## config.mk

```make
export PLATFORM = sky130hd
export DESIGN_NAME = ex_muldiv
export DESIGN_NICKNAME = d
export VERILOG_FILES = /design/src/rtl/ex_muldiv_pkg.sv /design/src/rtl/ex_muldiv_iter.sv /design/src/rtl/ex_muldiv.sv
export SDC_FILE = /design/constraint.sdc
export NUM_CORES = 1
export LEC_CHECK = 0
export CAP_MARGIN = 20
export CORE_AREA = 5 5 250 252
export CTS_CLUSTER_DIAMETER = 60
export CTS_CLUSTER_SIZE = 28
export DETAILED_ROUTE_END_ITERATION = 12
export DIE_AREA = 0 0 255 257
export GPL_ROUTABILITY_DRIVEN = 0
export GPL_TIMING_DRIVEN = 0
export REMOVE_ABC_BUFFERS = 1
export SETUP_SLACK_MARGIN = 0.05
export SLEW_MARGIN = 20
export SYNTH_ARGS = -nofsm -noshare
export SYNTH_HDL_FRONTEND = slang
export SYNTH_SLANG_ARGS = --single-unit
```

## constraint.sdc

```tcl
create_clock -name clk -period 13.6 [get_ports clk]
set_input_delay 2.04 -clock clk [delete_from_list [all_inputs] [get_ports clk]]
set_output_delay 2.04 -clock clk [all_outputs]
set_load 0.005 [all_outputs]
```

## src/rtl/ex_muldiv_pkg.sv

```systemverilog
// Shared decode constants, FSM state type and operand-signedness helpers
// for the RV32M execution unit.
package ex_muldiv_pkg;

  localparam logic [6:0] INST_TYPE_R_M = 7'b0110011;
  localparam logic [6:0] FUNCT7_M      = 7'b0000001;

  localparam logic [2:0] INST_MUL    = 3'b000;
  localparam logic [2:0] INST_MULH   = 3'b001;
  localparam logic [2:0] INST_MULHSU = 3'b010;
  localparam logic [2:0] INST_MULHU  = 3'b011;
  localparam logic [2:0] INST_DIV    = 3'b100;
  localparam logic [2:0] INST_DIVU   = 3'b101;
  localparam logic [2:0] INST_REM    = 3'b110;
  localparam logic [2:0] INST_REMU   = 3'b111;

  typedef enum logic [1:0] {
    IDLE,
    BUSY,
    DONE
  } state_t;

  function automatic logic op1_signed(input logic [2:0] funct3);
    return funct3 inside {INST_MUL, INST_MULH, INST_MULHSU, INST_DIV, INST_REM};
  endfunction

  function automatic logic op2_signed(input logic [2:0] funct3);
    return funct3 inside {INST_MUL, INST_MULH, INST_DIV, INST_REM};
  endfunction

endpackage

```

## src/rtl/ex_muldiv_iter.sv

```systemverilog
// Iterative unsigned datapath: shift-add multiply or restoring divide,
// one bit per cycle; result ports carry the value after the current step.
module ex_muldiv_iter #(
  parameter int XLEN = 32
) (
  input  logic                clk,
  input  logic                rst,
  input  logic                start,
  input  logic                op_div,
  input  logic [XLEN-1:0]     a,
  input  logic [XLEN-1:0]     b,
  output logic                done,
  output logic [2*XLEN-1:0]   product,
  output logic [XLEN-1:0]     quotient,
  output logic [XLEN-1:0]     remainder
);

  localparam int CW = $clog2(XLEN);

  logic [CW-1:0]     count;
  logic              active;
  logic              is_div;
  logic [2*XLEN-1:0] acc;
  logic [2*XLEN-1:0] mcand;
  logic [XLEN-1:0]   mplier;
  logic [XLEN-1:0]   quot;
  logic [XLEN-1:0]   rem;
  logic [XLEN-1:0]   divisor;
  logic [XLEN:0]     trial;
  logic [XLEN:0]     diff;
  logic [2*XLEN-1:0] acc_next;
  logic [XLEN-1:0]   quot_next;
  logic [XLEN-1:0]   rem_next;

  // Exposing next-step values lets the caller register the final result on the last step.
  always_comb begin
    acc_next = mplier[0] ? (acc + mcand) : acc;
    trial    = {rem, quot[XLEN-1]};
    diff     = trial - {1'b0, divisor};
    if (!diff[XLEN]) begin
      rem_next  = diff[XLEN-1:0];
      quot_next = {quot[XLEN-2:0], 1'b1};
    end else begin
      rem_next  = trial[XLEN-1:0];
      quot_next = {quot[XLEN-2:0], 1'b0};
    end
  end

  assign done      = active && (count == CW'(XLEN - 1));
  assign product   = acc_next;
  assign quotient  = quot_next;
  assign remainder = rem_next;

  always_ff @(posedge clk or negedge rst) begin
    if (!rst) begin
      count   <= '0;
      active  <= 1'b0;
      is_div  <= 1'b0;
      acc     <= '0;
      mcand   <= '0;
      mplier  <= '0;
      quot    <= '0;
      rem     <= '0;
      divisor <= '0;
    end else if (start) begin
      count   <= '0;
      active  <= 1'b1;
      is_div  <= op_div;
      acc     <= '0;
      mcand   <= {{XLEN{1'b0}}, a};
      mplier  <= b;
      quot    <= a;
      rem     <= '0;
      divisor <= b;
    end else if (active) begin
      count <= count + CW'(1);
      if (done) begin
        active <= 1'b0;
      end
      if (is_div) begin
        quot <= quot_next;
        rem  <= rem_next;
      end else begin
        acc    <= acc_next;
        mcand  <= mcand << 1;
        mplier <= mplier >> 1;
      end
    end
  end

endmodule

```

## src/rtl/ex_muldiv.sv

```systemverilog
// RV32M execution unit: accepts an M instruction from id_ex, holds the pipeline
// while the iterative datapath runs, then issues a one-cycle register writeback.
module ex_muldiv
  import ex_muldiv_pkg::*;
#(
  parameter int XLEN = 32
) (
  input  logic            clk,
  input  logic            rst,
  input  logic [31:0]     inst_i,
  input  logic [XLEN-1:0] op1_i,
  input  logic [XLEN-1:0] op2_i,
  input  logic [4:0]      rd_addr_i,
  input  logic            reg_wen_i,
  output logic            hold_flag_o,
  output logic            busy_o,
  output logic [XLEN-1:0] rd_data_o,
  output logic [4:0]      rd_addr_o,
  output logic            reg_wen_o
);

  localparam logic [XLEN-1:0] MOST_NEG = {1'b1, {(XLEN-1){1'b0}}};

  state_t            state;
  logic [2:0]        funct3;
  logic [2:0]        funct3_q;
  logic [4:0]        rd_q;
  logic              s1_q;
  logic              s2_q;
  logic              is_m;
  logic              accept;
  logic              div_zero;
  logic              overflow;
  logic              special;
  logic              s1;
  logic              s2;
  logic [XLEN-1:0]   mag1;
  logic [XLEN-1:0]   mag2;
  logic [XLEN-1:0]   special_res;
  logic              iter_done;
  logic [2*XLEN-1:0] product;
  logic [XLEN-1:0]   quotient;
  logic [XLEN-1:0]   remainder;
  logic [2*XLEN-1:0] prod_signed;
  logic [XLEN-1:0]   quot_signed;
  logic [XLEN-1:0]   rem_signed;
  logic [XLEN-1:0]   final_res;
  logic              unused_inst;

  assign unused_inst = ^{inst_i[24:15], inst_i[11:7]};

  assign funct3 = inst_i[14:12];
  assign is_m   = (inst_i[6:0] == INST_TYPE_R_M) && (inst_i[31:25] == FUNCT7_M) && reg_wen_i;
  assign accept = (state == IDLE) && is_m;

  assign s1   = op1_signed(funct3) & op1_i[XLEN-1];
  assign s2   = op2_signed(funct3) & op2_i[XLEN-1];
  assign mag1 = s1 ? -op1_i : op1_i;
  assign mag2 = s2 ? -op2_i : op2_i;

  // Zero divisor and signed MIN/-1 have fixed architectural results and skip the datapath.
  assign div_zero = funct3[2] && (op2_i == '0);
  assign overflow = funct3[2] && !funct3[0] && (op1_i == MOST_NEG) && (op2_i == '1);
  assign special  = div_zero || overflow;

  always_comb begin
    special_res = '0;
    if (div_zero) begin
      special_res = funct3[1] ? op1_i : '1;
    end else if (overflow) begin
      special_res = funct3[1] ? '0 : MOST_NEG;
    end
  end

  assign hold_flag_o = rst && (accept || (state == BUSY));
  assign busy_o      = (state != IDLE);

  ex_muldiv_iter #(
    .XLEN(XLEN)
  ) u_muldiv_iter (
    .clk       (clk),
    .rst       (rst),
    .start     (accept && !special),
    .op_div    (funct3[2]),
    .a         (mag1),
    .b         (mag2),
    .done      (iter_done),
    .product   (product),
    .quotient  (quotient),
    .remainder (remainder)
  );

  // Remainder takes the dividend's sign; product and quotient take the XOR of both.
  always_comb begin
    prod_signed = (s1_q ^ s2_q) ? -product : product;
    quot_signed = (s1_q ^ s2_q) ? -quotient : quotient;
    rem_signed  = s1_q ? -remainder : remainder;
    case (funct3_q)
      INST_MUL:                           final_res = prod_signed[XLEN-1:0];
      INST_MULH, INST_MULHSU, INST_MULHU: final_res = prod_signed[2*XLEN-1:XLEN];
      INST_DIV, INST_DIVU:                final_res = quot_signed;
      default:                            final_res = rem_signed;
    endcase
  end

  always_ff @(posedge clk or negedge rst) begin
    if (!rst) begin
      state     <= IDLE;
      funct3_q  <= '0;
      rd_q      <= '0;
      s1_q      <= 1'b0;
      s2_q      <= 1'b0;
      rd_data_o <= '0;
      rd_addr_o <= '0;
      reg_wen_o <= 1'b0;
    end else begin
      case (state)
        IDLE: begin
          rd_data_o <= '0;
          rd_addr_o <= '0;
          reg_wen_o <= 1'b0;
          if (is_m) begin
            funct3_q <= funct3;
            rd_q     <= rd_addr_i;
            s1_q     <= s1;
            s2_q     <= s2;
            if (special) begin
              state     <= DONE;
              rd_data_o <= special_res;
              rd_addr_o <= rd_addr_i;
              reg_wen_o <= 1'b1;
            end else begin
              state <= BUSY;
            end
          end
        end
        BUSY: begin
          if (iter_done) begin
            state     <= DONE;
            rd_data_o <= final_res;
            rd_addr_o <= rd_q;
            reg_wen_o <= 1'b1;
          end
        end
        DONE: begin
          state     <= IDLE;
          rd_data_o <= '0;
          rd_addr_o <= '0;
          reg_wen_o <= 1'b0;
        end
        default: begin
          state <= IDLE;
        end
      endcase
    end
  end

endmodule

```

==> impl_results.md <==
* Tcrit/Tclk final at a little under three fifths
* Avg Cell Area, Syn at 7.72 µm²
* Main combinational cell family by area after synthesis: compound AO/OA/AOI/OAI gates
* Crit path DAT at between 8000 and 9000 ps
* Fin. Hold Viols at 0
* Delay-heaviest family, CP: compound AO/OA/AOI/OAI gates
* Critical setup path kind: flip-flop to flip-flop
* Max Clock Skew at about 19 ps
* Min-delay src: reg_wen_o$_DFFE_PN0P_
* Final WS setup at ~6000 ps
* GRT Total Usage at 28.2%
* Max Clk Rate at about 130 MHz
* Die Ht at 257 µm
* Adder-Cell Fraction of Synth Area at roughly 5.1%
* Clock tree sinks at around 310
* Metal2 WL at ~44 mm
* Async SR Flop Fraction at 100%
* Post-DRT Antenna Nets at 0
* Max rail drop VDD at 0.0000730 V
* Layout Nets at 3651
* TritonCTS Buffers at 39
* Clock Latency Late Sink at ~580 ps
* Worst flop-to-flop path startpoint: u_muldiv_iter.quot[31]$_DFFE_PN0P_
* Maximum buffer depth of the clock tree at 3
* Simple-gate share of the synthesized area at 22.8%
* Reg2reg path depth at 23
* Max-slew violations at 0
* Post-CTS Resized at 0
* Maximum capacitance violations at 0
* WP buf/inv at 4
* Post-synthesis mux area share at ~4.8%
* Shortest period the worst path allows at 7620 ps
* Synth Flop Type: dfrtp_1
* DR pass1 iterations at 7
* Max layer used: met5
* Post-DP HPWL at ~74 mm
* Post-synth EDFFs at 0
* I/O pin count at 144
* P_leak at approximately 12 nW
* Initial detailed-routing violation count at 2571
* Initial Util at approximately 44%
* XOR/XNOR share of the synthesized area at between 6 and 7%
* WL/cell at 22.4 µm
* Most common cell on crit path: inv_1
* Layout cells sized above 1 at 6.09%
* Number of buffers added on ports at 128
* Worst-margin pin slew at approximately 1200 ps
* NetSw at ~0.75 mW
* Via/cell ratio at ~6.4
* H-tree depth at 2
* Hold EP: reg_wen_o$_DFFE_PN0P_
* Part of the power in the clock network at 43.8%
* Reg-to-reg critical path endpoint: rd_data_o[24]$_DFFE_PN0P_
* P per Cell Area at a little over 80 nW/µm²
* First-pass GRT wire length at between 100 and 150 mm
* Vias in the first global route at between 20k and 30k
* Worst hold path type: flip-flop to flip-flop
* Slowest-stage cell, CP: nor2_4
* Area fraction of the dominant cell type after synthesis at slightly below 30%
* Count of state elements after synthesis at about 310
* Wire length on met1 at about 39 mm
* Pin count of the biggest net entering global routing at 80
* RSZ-0062 raised after global routing: false
* Met3 WL post-DR at ~6.7 mm
* Required time of the critical path at 14040 ps
* Cell Rows at 90
* Initial antenna violation count at 5
* Critical path's largest stage delay at between 800 and 900 ps
* Core Area at 59900 µm²
* Internal power at roughly 1.7 mW
* Layout area overhead at 13.4%
* DRC viols at 0
* Placement Setup Slack at about 6100 ps
* Status: finished, final reports clean
* Wirelength, routed at ~95 mm
* Cell count after synthesis at 3444
* Sequential share of power at between 30% and 40%
* Cell variety after synth at approximately 100
* Max-slew headroom at a little over a fifth
* CP cell instances: inv_1 -> ha_1 -> inv_1 -> fa_1 -> a211oi_1 -> o21ai_0 -> o211a_1 -> o2111ai_1 -> a31oi_1 -> nor2_4 -> inv_2 -> nand2_1 -> o21ai_0 -> inv_1 -> ha_1 -> nand4b_1 -> or3_1 -> a211o_1 -> or3b_1 -> o41ai_1 -> xor2_1 -> o211ai_1 -> o211ai_1
* Sw frac at between 30 and 40%
* Register clock-pin slew on the reported worst setup and hold paths at about 60 ps
* Worst R2R Setup Slack at around 6000 ps
* Startpoint Class: flip-flop
* Vias at between 20k and 30k
* Top cells by area, synth: dfrtp_1 29%, a21oi_1 7.4%, nor2_1 5.8%
* Die Span X at 255 µm
* Yosys warns at 0
* Seq/Total Area, Yosys at between 20% and 30%
* Post-CTS Hold Buffers at 0
* Worst-path fanout max at 52
* Clk root buf: clkbuf_16
* Post-CTS setup buffer count at 0
* DIE AREA at 65500 µm²
* Remaining Overflow, GRT at 0
* Final hold slack at about 470 ps
* # setup viols final at 0
* CP endpoint kind: flip-flop
* Mapped Area at ~27000 µm²
* Final-layout fill cell count at roughly 5.8k
* Largest area contributor in the netlist: dfrtp_1
* Comb pwr share at around 17%
* CTS tree: built
* Synth Area in Compound Gates at a little over a quarter
* Hold depth at 2
[worst register-to-register path: stages, from the launching register on]
cell and delay [ps]:
dfrtp_1 410, inv_1 90, ha_1 180, inv_1 60, fa_1 410, a211oi_1 500, o21ai_0 290, o211a_1 350
o2111ai_1 290, a31oi_1 190, nor2_4 840, inv_2 670, nand2_1 200, o21ai_0 210, inv_1 150, ha_1 240
nand4b_1 150, or3_1 370, a211o_1 390, or3b_1 460, o41ai_1 430, xor2_1 190, o211ai_1 270, o211ai_1 150
[routing by layer]
| layer | track usage [%] | vias to the layer above |
|---|---|---|
| li1 | - | 12600 |
| met1 | 37.1 | 13000 |
| met2 | 46.2 | 1100 |
| met3 | 3.98 | 266 |
| met4 | 12.3 | 8 |
| met5 | 0 | - |
[synthesized netlist by cell type (34+ instances only)]
cell type,count
xor2_1,90
nand2_1,396
a31oi_1,37
a21oi_1,392
xnor2_1,119
o21ai_0,261
buf_2,35
nand4_1,58
inv_1,87
mux2i_1,108
nor2_1,410
and3_1,37
or3_1,34
clkbuf_1,147
nand3_1,55
o211ai_1,36
ha_1,106
dfrtp_1,313
nor3_1,80
o31ai_1,65
[sequential cells by signal (all words and copies together) (netlist names), 32 cells and up]
signal	count
u_muldiv_iter.mplier	32
u_muldiv_iter.acc	64
u_muldiv_iter.quot	32
u_muldiv_iter.mcand	64
rd_data_o	32
u_muldiv_iter.rem	32
u_muldiv_iter.divisor	32
[placed cells by master (no fill, tap or decap), types with 34 or more instances in the layout]
cell	n
a31oi_1	37
inv_1	86
ha_1	106
clkdlybuf4s50_1	127
and3_1	37
nor2_1	404
nand3_1	54
a21oi_1	391
nand2_1	396
clkbuf_16	39
o31ai_1	65
mux2i_1	108
xor2_1	89
nor3_1	79
xnor2_1	118
o21ai_0	261
dfrtp_1	310
or3_1	34
nand4_1	58
o211ai_1	36
[per-stage QoR]
stage          std cells  cell area [µm²]  total power [mW]  TNS (ps)  utilization, %
6_report            4250            30200              2.48         0            50.4
5_1_grt             4249            30200              2.58         0            50.4
3_5_place_dp        4179            28800              1.40         0            48.1
4_1_cts             4247            30100              2.49         0            50.3
2_1_floorplan       3235            25800              1.22         0               -
3_3_place_gp        4145            28000              1.39  -1225100            46.8
[power by group through the flow]
stage / logic [mW] / registers [mW] / clock network (mW)
2_1_floorplan: 0.241 / 0.977 / 0
3_3_place_gp: 0.401 / 0.985 / 0
3_5_place_dp: 0.417 / 0.981 / 0
4_1_cts: 0.419 / 0.964 / 1.11
5_1_grt: 0.462 / 0.966 / 1.15
6_report: 0.428 / 0.965 / 1.09
[kinds of logic (layout without fill, tap and decap cells)]
kind of cell	count (synthesis)	in the layout
AND/OR/NAND/NOR	1277	1277
AO/OA/AOI/OAI	1113	1113
other	0	2
XOR/XNOR	209	209
flip-flops	313	313
adder cells (fa/ha/maj)	108	108
multiplexers	126	126
buffers and inverters	298	320
[worst max path at each step]
| stage | cells past startpoint | to | start |
|---|---|---|---|
| after floorplan | 10 | u_muldiv_iter.quot[1]$_DFFE_PN0P_ | op1_i[18] |
| after global placement | 1 | u_muldiv_iter.count[3]$_DFFE_PN0P_ | rst |
| after detailed placement | 23 | rd_data_o[24]$_DFFE_PN0P_ | u_muldiv_iter.quot[31]$_DFFE_PN0P_ |
| after CTS | 23 | rd_data_o[24]$_DFFE_PN0P_ | u_muldiv_iter.quot[31]$_DFFE_PN0P_ |
| after global routing | 23 | rd_data_o[24]$_DFFE_PN0P_ | u_muldiv_iter.quot[31]$_DFFE_PN0P_ |
| final | 23 | rd_data_o[24]$_DFFE_PN0P_ | u_muldiv_iter.quot[31]$_DFFE_PN0P_ |
[cell type report]
cell class                      count  area, µm²  area share (%)
Multi-Input combinational cell   2833      17700            58.8
Sequential cell                   313       7840            26.0
Timing Repair Buffer              163       1980            6.55
Clock buffer                       45       1030            3.41
Tap cell                          782        978            3.24
Inverter                           89        337            1.12
Clock inverter                     23        282           0.933
Antenna cell                        2       5.00          0.0166
(Power assumes the default switching activity.)
